==> config.mk <==
export PLATFORM = sky130hd
export DESIGN_NAME = memory_access
export DESIGN_NICKNAME = d
export VERILOG_FILES = /design/src/rtl/memory_access_pkg.sv /design/src/rtl/memory_access_load_align.sv /design/src/rtl/memory_access.sv
export SDC_FILE = /design/constraint.sdc
export NUM_CORES = 1
export LEC_CHECK = 0
export CAP_MARGIN = 20
export CELL_PAD_IN_SITES_DETAIL_PLACEMENT = 0
export CELL_PAD_IN_SITES_GLOBAL_PLACEMENT = 1
export CORE_ASPECT_RATIO = 1.5
export CORE_MARGIN = 10
export CORE_UTILIZATION = 36
export CTS_CLUSTER_DIAMETER = 200
export DETAILED_ROUTE_END_ITERATION = 8
export GPL_ROUTABILITY_DRIVEN = 1
export PLACE_DENSITY = 0.87
export SLEW_MARGIN = 5
export SYNTH_ARGS = -nofsm -noshare
export SYNTH_HDL_FRONTEND = slang
export SYNTH_HIERARCHICAL = 1
export SYNTH_SLANG_ARGS = --single-unit
==> constraint.sdc <==
create_clock -name i_clk -period 4.3 [get_ports i_clk]
set_clock_uncertainty 0.2 [all_clocks]
set_input_delay 0.645 -clock i_clk [delete_from_list [all_inputs] [get_ports i_clk]]
set_output_delay 0.645 -clock i_clk [all_outputs]
set_load 0.01 [all_outputs]
==> src/rtl/memory_access_pkg.sv <==
// Shared constants and helpers for the RV32I memory stage.
// Holds the width constants, the load/store opcodes, the funct3 size codes,
// the FSM state type and the store-lane helper functions.
package memory_access_pkg;

  localparam int XLEN  = 32;
  localparam int XADDR = 5;
  localparam int OPLEN = 7;

  localparam logic [OPLEN-1:0] L_OP = 7'b0000011;
  localparam logic [OPLEN-1:0] S_OP = 7'b0100011;

  localparam logic [2:0] F3_B  = 3'd0;
  localparam logic [2:0] F3_H  = 3'd1;
  localparam logic [2:0] F3_W  = 3'd2;
  localparam logic [2:0] F3_BU = 3'd4;
  localparam logic [2:0] F3_HU = 3'd5;

  typedef enum logic {
    S_IDLE = 1'b0,
    S_BUSY = 1'b1
  } state_t;

  function automatic logic legal_load(input logic [2:0] f3);
    return (f3 == F3_B) || (f3 == F3_H) || (f3 == F3_W) ||
           (f3 == F3_BU) || (f3 == F3_HU);
  endfunction

  function automatic logic legal_store(input logic [2:0] f3);
    return (f3 == F3_B) || (f3 == F3_H) || (f3 == F3_W);
  endfunction

  // Byte enables for a store; a misaligned half falls back to the addr[1] lane.
  function automatic logic [3:0] store_be(input logic [2:0] f3, input logic [1:0] a);
    case (f3)
      F3_B:    return 4'b0001 << a;
      F3_H:    return a[1] ? 4'b1100 : 4'b0011;
      default: return 4'b1111;
    endcase
  endfunction

  // Store data replicated across every lane the access could land in.
  function automatic logic [XLEN-1:0] store_wdata(input logic [2:0] f3,
                                                  input logic [XLEN-1:0] rs2);
    case (f3)
      F3_B:    return {4{rs2[7:0]}};
      F3_H:    return {2{rs2[15:0]}};
      default: return rs2;
    endcase
  endfunction

endpackage

==> src/rtl/memory_access_load_align.sv <==
// load_align: selects the addressed byte/half from a read word and
// sign- or zero-extends it according to funct3. Purely combinational.
module load_align
  import memory_access_pkg::*;
(
  input  logic [XLEN-1:0] i_rdata,
  input  logic [1:0]      i_addr_lo,
  input  logic [2:0]      i_funct3,
  output logic [XLEN-1:0] o_data
);

  logic [7:0]  w_byte;
  logic [15:0] w_half;

  // Lane selection followed by extension
  always_comb begin
    case (i_addr_lo)
      2'd0:    w_byte = i_rdata[7:0];
      2'd1:    w_byte = i_rdata[15:8];
      2'd2:    w_byte = i_rdata[23:16];
      default: w_byte = i_rdata[31:24];
    endcase
    w_half = i_addr_lo[1] ? i_rdata[31:16] : i_rdata[15:0];
    case (i_funct3)
      F3_B:    o_data = {{24{w_byte[7]}}, w_byte};
      F3_H:    o_data = {{16{w_half[15]}}, w_half};
      F3_BU:   o_data = {24'd0, w_byte};
      F3_HU:   o_data = {16'd0, w_half};
      default: o_data = i_rdata;
    endcase
  end

endmodule

==> src/rtl/memory_access.sv <==
// memory_access: RV32I memory stage. Captures execute's slot, runs load/store
// accesses on a req/ack port, aligns load data and registers the result toward
// writeback (the rd outputs double as the forwarding source).
// Optional build macro MISALIGN_TRAP_EN: misaligned half/word accesses make no
// request and instead pulse or_misalign with the faulting address in or_rd_data.
module memory_access
  import memory_access_pkg::*;
(
  input  logic             i_clk,
  input  logic             i_rst,
  input  logic [OPLEN-1:0] i_opcode,
  input  logic [2:0]       i_funct3,
  input  logic [XLEN-1:0]  i_rs2_data,
  input  logic [XADDR-1:0] i_rd_addr,
  input  logic             i_rd_wr_en,
  input  logic [XLEN-1:0]  i_alu_result,
  input  logic [XLEN-1:0]  i_pc,
  input  logic             i_flush,
  output logic             o_dmem_req,
  output logic             o_dmem_we,
  output logic [XLEN-1:0]  o_dmem_addr,
  output logic [XLEN-1:0]  o_dmem_wdata,
  output logic [3:0]       o_dmem_be,
  input  logic             i_dmem_ack,
  input  logic [XLEN-1:0]  i_dmem_rdata,
  output logic [OPLEN-1:0] or_opcode,
  output logic [XADDR-1:0] or_rd_addr,
  output logic             or_rd_wr_en,
  output logic [XLEN-1:0]  or_rd_data,
  output logic [XLEN-1:0]  or_pc,
  output logic             or_stall,
  output logic             or_misalign
);

  state_t r_state;
  state_t w_next_state;

  logic w_is_load;
  logic w_is_store;
  logic w_legal;
  logic w_misalign;
  logic w_start;

  // Access context latched at capture; only meaningful while BUSY
  logic [XLEN-1:0]  r_addr;
  logic [2:0]       r_funct3;
  logic [XLEN-1:0]  r_rs2;
  logic [XADDR-1:0] r_rd_addr;
  logic             r_rd_wr_en;
  logic [XLEN-1:0]  r_pc;
  logic [OPLEN-1:0] r_opcode;
  logic             r_store;

  logic [XLEN-1:0]  w_load_data;

  load_align u_load_align (
    .i_rdata   (i_dmem_rdata),
    .i_addr_lo (r_addr[1:0]),
    .i_funct3  (r_funct3),
    .o_data    (w_load_data)
  );

  // Decode the incoming slot: legal access, misalignment, and whether to start
  always_comb begin
    w_is_load  = (i_opcode == L_OP);
    w_is_store = (i_opcode == S_OP);
    w_legal    = (w_is_load && legal_load(i_funct3)) ||
                 (w_is_store && legal_store(i_funct3));
`ifdef MISALIGN_TRAP_EN
    w_misalign = !i_flush && w_legal &&
                 (((i_funct3[1:0] == 2'b01) && i_alu_result[0]) ||
                  ((i_funct3[1:0] == 2'b10) && (i_alu_result[1:0] != 2'b00)));
`else
    w_misalign = 1'b0;
`endif
    w_start    = !i_flush && w_legal && !w_misalign;
  end

  // State register
  always_ff @(posedge i_clk or posedge i_rst) begin
    if (i_rst) r_state <= S_IDLE;
    else       r_state <= w_next_state;
  end

  // Next-state logic: an accepted access is held until ack, never aborted
  always_comb begin
    w_next_state = r_state;
    case (r_state)
      S_IDLE:  if (w_start)    w_next_state = S_BUSY;
      S_BUSY:  if (i_dmem_ack) w_next_state = S_IDLE;
      default: w_next_state = S_IDLE;
    endcase
  end

  // Memory port outputs, stable for the whole BUSY span and zero otherwise
  always_comb begin
    o_dmem_req   = 1'b0;
    o_dmem_we    = 1'b0;
    o_dmem_addr  = '0;
    o_dmem_wdata = '0;
    o_dmem_be    = 4'b0000;
    if (r_state == S_BUSY) begin
      o_dmem_req  = 1'b1;
      o_dmem_we   = r_store;
      o_dmem_addr = {r_addr[XLEN-1:2], 2'b00};
      if (r_store) begin
        o_dmem_be    = store_be(r_funct3, r_addr[1:0]);
        o_dmem_wdata = store_wdata(r_funct3, r_rs2);
      end else begin
        o_dmem_be    = 4'b1111;
      end
    end
  end

  // Latch the access context when an access is accepted
  always_ff @(posedge i_clk) begin
    if (r_state == S_IDLE && w_start) begin
      r_addr     <= i_alu_result;
      r_funct3   <= i_funct3;
      r_rs2      <= i_rs2_data;
      r_rd_addr  <= i_rd_addr;
      r_rd_wr_en <= i_rd_wr_en;
      r_pc       <= i_pc;
      r_opcode   <= i_opcode;
      r_store    <= w_is_store;
    end
  end

  // Registered writeback/forwarding outputs and the upstream stall
  always_ff @(posedge i_clk or posedge i_rst) begin
    if (i_rst) begin
      or_opcode   <= '0;
      or_rd_addr  <= '0;
      or_rd_wr_en <= 1'b0;
      or_rd_data  <= '0;
      or_pc       <= '0;
      or_stall    <= 1'b0;
      or_misalign <= 1'b0;
    end else if (r_state == S_IDLE) begin
      or_opcode   <= i_opcode;
      or_rd_addr  <= i_rd_addr;
      or_rd_data  <= i_alu_result;
      or_pc       <= i_pc;
      // Any memory opcode (legal, illegal or trapped) leaves a bubble here
      or_rd_wr_en <= i_rd_wr_en && !i_flush && !w_is_load && !w_is_store;
      or_stall    <= w_start;
      or_misalign <= w_misalign;
    end else if (i_dmem_ack) begin
      or_opcode   <= r_opcode;
      or_rd_addr  <= r_rd_addr;
      or_pc       <= r_pc;
      or_rd_data  <= r_store ? r_addr : w_load_data;
      or_rd_wr_en <= r_rd_wr_en && !r_store;
      or_stall    <= 1'b0;
      or_misalign <= 1'b0;
    end
  end

endmodule

==> metrics.cfg, run 1 <==
[run_status]
run_status = completed

[clock_tree]
h-tree-depth = 4
cts_sinks = 192
cts.repair.resized = 0
cts_tree = done
clkLatencyLatePin_ps = 440
cts.clk_slew.worst_paths_ps = 70
numCtsBuffers = 17
cts_hold_buf = 0
root_buffer = clkbuf_16
post-cts-setup-buffer-count = 0
clockBufferDepth = 2

[critical_path]
start_kind = flop
crit_slowest_cell = dfrtp_4
critPathBufInv = 1
cp.required_ps = 3450
path_max_fanout = 33
r2r_cells = 9
worstPathArrival_ps = 2740
critPathKind = reg2out
worst-path-stages = 3
critPathCaptureType = primary output
path_cells = nand2_1 -> a211oi_1 -> clkdlybuf4s50_1
path_delay_family = flip-flops
slowest_delay_ps = 650

[die]
boundaryPins = 297
dieWidth_um = 148.7
rows = 70
die_y_um = 213.0
core_sq_mm = 0.02444
fp.dieArea_sq_mm = 0.03168
start_util_pct = 36.60

[sta]
timing.final.crit_share_pct = 83.26
min_period_ps = 3580
max_freq_mhz = 279.3
rsz0062_at_grt = false
hold_viol = 0
finalSetupViolations = 0
tns_ps = 0
relSlewSlack_pct = 37.59
slew_viol_final = 0
worst_slew_pin_slew_ps = 936.2

[route]
firstDrtPassIters = 4
vias = 6852
drt_iter0_markers = 396
viasPerCell = 4.947
ant_nets = 0
drc = 0
drt_wl_total_mm = 29.16
routedWlPerCell_um = 21.05

[cells_and_area]
multiInputGateArea_sq_mm = 0.003172
ff_latch_area_sq_mm = 0.005374
final_common_cell = clkdlybuf4s50_1
fin_area_sq_mm = 0.01259
final_cell_mix = 292 x clkdlybuf4s50_1, 113 x edfxtp_1, 93 x a21oi_1, 85 x mux2i_1, 78 x dfrtp_1
fin_util_pct = 51.51
syn2layout_area_growth_pct = 40.74
fillers = 2189
nets = 1192
drive_above_1_share_pct = 5.393

[synthesis]
ys.flop_type = edfxtp_1
synth_edf_count = 113
ys_ff_latch = 192
ys_warn_count = 6
async_reset_ff_share_pct = 41.15
netlist_instances = 776
syn-cell-area_sq_mm = 0.008944
synth_cell_types = 39
seq_area_frac_synth_pct = 60.04
syn_avg_cell_area_sq_um = 11.53

[power_and_ir_drop]
irDropWorstVdd_mv = 0.3231
power_density_mw_per_mm2 = 309.2
leakage_nw = 4.879

[min_path]
hp-class = reg2reg
hold_depth = 2

[grt]
track_usage_pct = 18.20
grt_max_degree = 94
antenna_found_initial = 4
grt_pass1_wl_mm = 43.83
gr-total-overflow = 0
grt_pass1_vias = 6961

[placed_design]
placedInstanceArea_sq_mm = 0.01206
globalplace.congestion = 0.8592
portBuffers = 293
hpwl_mm = 21.45

[flow_run]
drv_cap = 0

[Yosys cell counts (2+ instances only)]
master	count	area, sq um
a22oi_1	7	52.55
o21bai_1	3	22.52
o21ai_0	64	320.3
dfrtp_1	79	1977
mux2i_1	85	850.8
o21ai_2	2	17.52
or3_1	2	12.51
nand3_1	2	10.01
buf_4	6	45.04
clkbuf_1	22	82.58
inv_1	9	33.78
nor4b_2	2	30.03
and3_1	8	50.05
nand2b_1	6	37.54
buf_2	21	105.1
nand3b_1	3	22.52
nor2_1	56	210.2
nand2_1	60	225.2
a21o_1	33	247.7
a21oi_1	93	465.5
edfxtp_1	113	3393
o21ai_1	5	25.02
and2_1	30	187.7
buf_6	12	135.1
nor2b_1	20	125.1
a211oi_1	9	67.56
a221o_1	8	80.08
a31oi_1	5	31.28
[power by group]
part | switching, mW | internal, mW | total [mW]
registers | 0.0255 | 2.00 | 2.02
clock network | 0.710 | 0.743 | 1.45
logic | 0.171 | 0.245 | 0.416
[metrics by stage]
stage          power [mW]  setup slack (ps)  hold WS (ps)  std cells
5_1_grt             4.047             465.6         386.6       1385
2_1_floorplan       2.200             335.1         319.4        778
4_1_cts             3.939             692.8         345.7       1381
3_3_place_gp        2.476              1134         330.7       1349
3_5_place_dp        2.482              1104         322.4       1349
6_report            3.892             719.6         330.6       1385
[cells by family after synthesis]
group,count (synthesis),synth area share [%]
AO/OA/AOI/OAI,231,15.07
AND/OR/NAND/NOR,194,10.63
flip-flops,192,60.04
multiplexers,86,9.639
buffers and inverters,72,4.575
other,1,0.04193
[worst min-delay path, delay by kind of cell (launching register included)]
family	cells	cell delay, ps
flops	1	360
simple gates	2	150
[sequential cells by signal, summed over array words and instances, names as in the netlist, 3 cells and up]
signal and cells:
r_addr 32, or_opcode 7, r_rs2 32, r_funct3 3, or_pc 32, or_rd_addr 5
r_opcode 7, r_rd_addr 5, r_pc 32, or_rd_data 32
[final timing paths]
kind	startpoint	to	slack (ps)
setup / recovery	r_state	o_dmem_wdata[28]	720
hold / removal	or_stall	or_stall	330
setup reg to reg	r_funct3[0]	or_rd_data[2]	1240
hold reg to reg	or_stall	or_stall	330
max in group asynchronous	i_rst	or_rd_data[14]	2550
min in group asynchronous	i_rst	or_pc[11]	500
[final cells by class]
| type | count | share of cell area (%) |
|---|---|---|
| Tap cell | 324 | 3.221 |
| Sequential cell | 192 | 42.69 |
| Timing Repair Buffer | 309 | 24.33 |
| Multi-Input combinational cell | 514 | 25.20 |
| Clock buffer | 20 | 3.469 |
| Inverter | 10 | 0.3280 |
| Antenna cell | 4 | 0.07952 |
| Clock inverter | 12 | 0.6759 |
[layer usage]
layer  global-route usage, %  wire length (um)
met1                   19.87             10840
met2                   32.28             15820
met3                   5.298              1869
met4                   7.300               634
met5                       0                 0
(Power assumes the default switching activity.)
==> run 2, diff against run 1 <==
Settings changed: CORE_UTILIZATION 36 to 32, PLACE_DENSITY 0.87 to 0.82.
Clock period 4.3 ns to 3.2 ns, I/O delays scaled along.
==> metrics.cfg, run 2 (synthesized netlist as in run 1, its figures left out) <==
[run_status]
run_status = completed

[grt]
grt_pass1_wl_mm = 44.97
antenna_found_initial = 4
gr-total-overflow = 0
grt_pass1_vias = 7206
grt_max_degree = 66
track_usage_pct = 16.94

[cells_and_area]
syn2layout_area_growth_pct = 43.09
nets = 1201
final_common_cell = clkdlybuf4s50_1
fillers = 2532
final_cell_mix = 292 x clkdlybuf4s50_1, 113 x edfxtp_1, 93 x a21oi_1, 85 x mux2i_1, 78 x dfrtp_1
drive_above_1_share_pct = 6.473

[placed_design]
dp_slack_ps = 289.5
hpwl_mm = 22.30
globalplace.congestion = 0.8595
portBuffers = 293

[min_path]
hp-class = in2async

[clock_tree]
post-cts-setup-buffer-count = 0
cts_sinks = 192
cts_tree = done
root_buffer = clkbuf_16
cts_hold_buf = 0
cts.clk_slew.worst_paths_ps = 70
clockBufferDepth = 2
numCtsBuffers = 17
clkLatencyLatePin_ps = 450
h-tree-depth = 4

[route]
drt_iter0_markers = 345
vias = 6929
viasPerCell = 4.911
drt_wl_total_mm = 30.30
firstDrtPassIters = 5
routedWlPerCell_um = 21.47
ant_nets = 0
drc = 0

[critical_path]
critPathKind = reg2out
timing.rr.start = r_funct3[0]
path_max_fanout = 13
r2r-end = or_rd_data[4]
crit_slowest_cell = edfxtp_1
r2r_cells = 8
cp.required_ps = 2520
critPathCaptureType = primary output
path_cells = nor2_4 -> buf_4 -> nand2_1 -> a21oi_1 -> clkdlybuf4s50_1
worstPathArrival_ps = 2360
start_kind = flop
path_delay_family = buffers and inverters
slowest_delay_ps = 580
r2r_setup_slack_ps = 420
critPathBufInv = 2

[sta]
rsz0062_at_grt = false
timing.final.crit_share_pct = 95.12
worst_slew_pin_slew_ps = 801.1
tns_ps = 0
setup_ws_ps = 156.1
relSlewSlack_pct = 46.18
min_period_ps = 3044
finalSetupViolations = 0
hold_viol = 0
max_freq_mhz = 328.5
slew_viol_final = 0

[die]
start_util_pct = 32.63
die_y_um = 224.8
boundaryPins = 297
core_sq_mm = 0.02741
rows = 74
dieWidth_um = 156.5
fp.dieArea_sq_mm = 0.03517

[power_and_ir_drop]
leakage_nw = 4.960
irDropWorstVdd_mv = 0.3745
power_density_mw_per_mm2 = 421.7

[flow_run]
drv_cap = 0

run 2: worst register-to-register path: cells and delay by family, from the launching register on:
kind | cells | cell delay, ps
AO/OA/AOI/OAI | 4 | 800
multiplexers | 1 | 140
buffers and inverters | 1 | 260
AND/OR/NAND/NOR | 2 | 750
flip-flops | 1 | 550
run 2: worst max path at each step:
stage / start / to / slack (ps) / depth (start not counted)
2_1_floorplan: i_funct3[0] / r_addr[0] / 10 / 3
3_3_place_gp: i_dmem_rdata[15] / or_rd_data[31] / 310 / 8
3_5_place_dp: i_dmem_rdata[15] / or_rd_data[31] / 290 / 8
4_1_cts: r_funct3[1] / o_dmem_wdata[9] / 1 / 4
5_1_grt: r_funct3[2] / o_dmem_wdata[20] / 10 / 5
6_report: r_funct3[2] / o_dmem_wdata[20] / 160 / 5
run 2: per-layer routing:
metal | wire (um) | vias up | GRT usage [%]
met1 | 11510 | 3286 | 18.37
met2 | 16010 | 224 | 29.54
met3 | 1948 | 41 | 5.158
met4 | 818 | 2 | 7.878
li1 | - | 3376 | -
met5 | 7 | - | 0
run 2: per-stage QoR:
stage / std cells / utilization, % / total power, mW / hold slack (ps) / cell area (sq um)
floorplan: 778 / - / 2.955 / 319.4 / 8955
global placement: 1375 / 44.52 / 3.338 / 300.7 / 12200
detailed placement: 1375 / 44.52 / 3.344 / 299.9 / 12200
CTS: 1408 / 46.64 / 5.459 / 247.6 / 12780
global route: 1411 / 46.69 / 5.604 / 286.3 / 12800
finish: 1411 / 46.69 / 5.396 / 234.9 / 12800
run 2: area by class of cell:
cell class                 instances  area (sq um)  area share, %
timing repair buffer             317          3186          24.89
multi-input combinational        515          3184          24.88
inverter                          10         42.54         0.3324
clock inverter                    13         121.4         0.9484
sequential                       192          5374          41.99
antenna                            3         7.507        0.05866
tap                              342         427.9          3.344
clock buffer                      19         454.2          3.549
run 2: repair_timing:
| item | 4_1_cts | 5_1_grt |
|---|---|---|
| endpoints found under the setup margin | 6 | 8 |
| resized for setup | 1 | 1 |
| pin swaps | 1 | 1 |
| gates cloned | 1 | 0 |
run 2: power breakdown:
group          leakage (nW)  internal, mW  switching [mW]
Sequential             1.94          2.68          0.0361
Combinational          2.73         0.336           0.229
Clock                 0.284          1.07            1.04
Total                  4.96          4.09            1.30
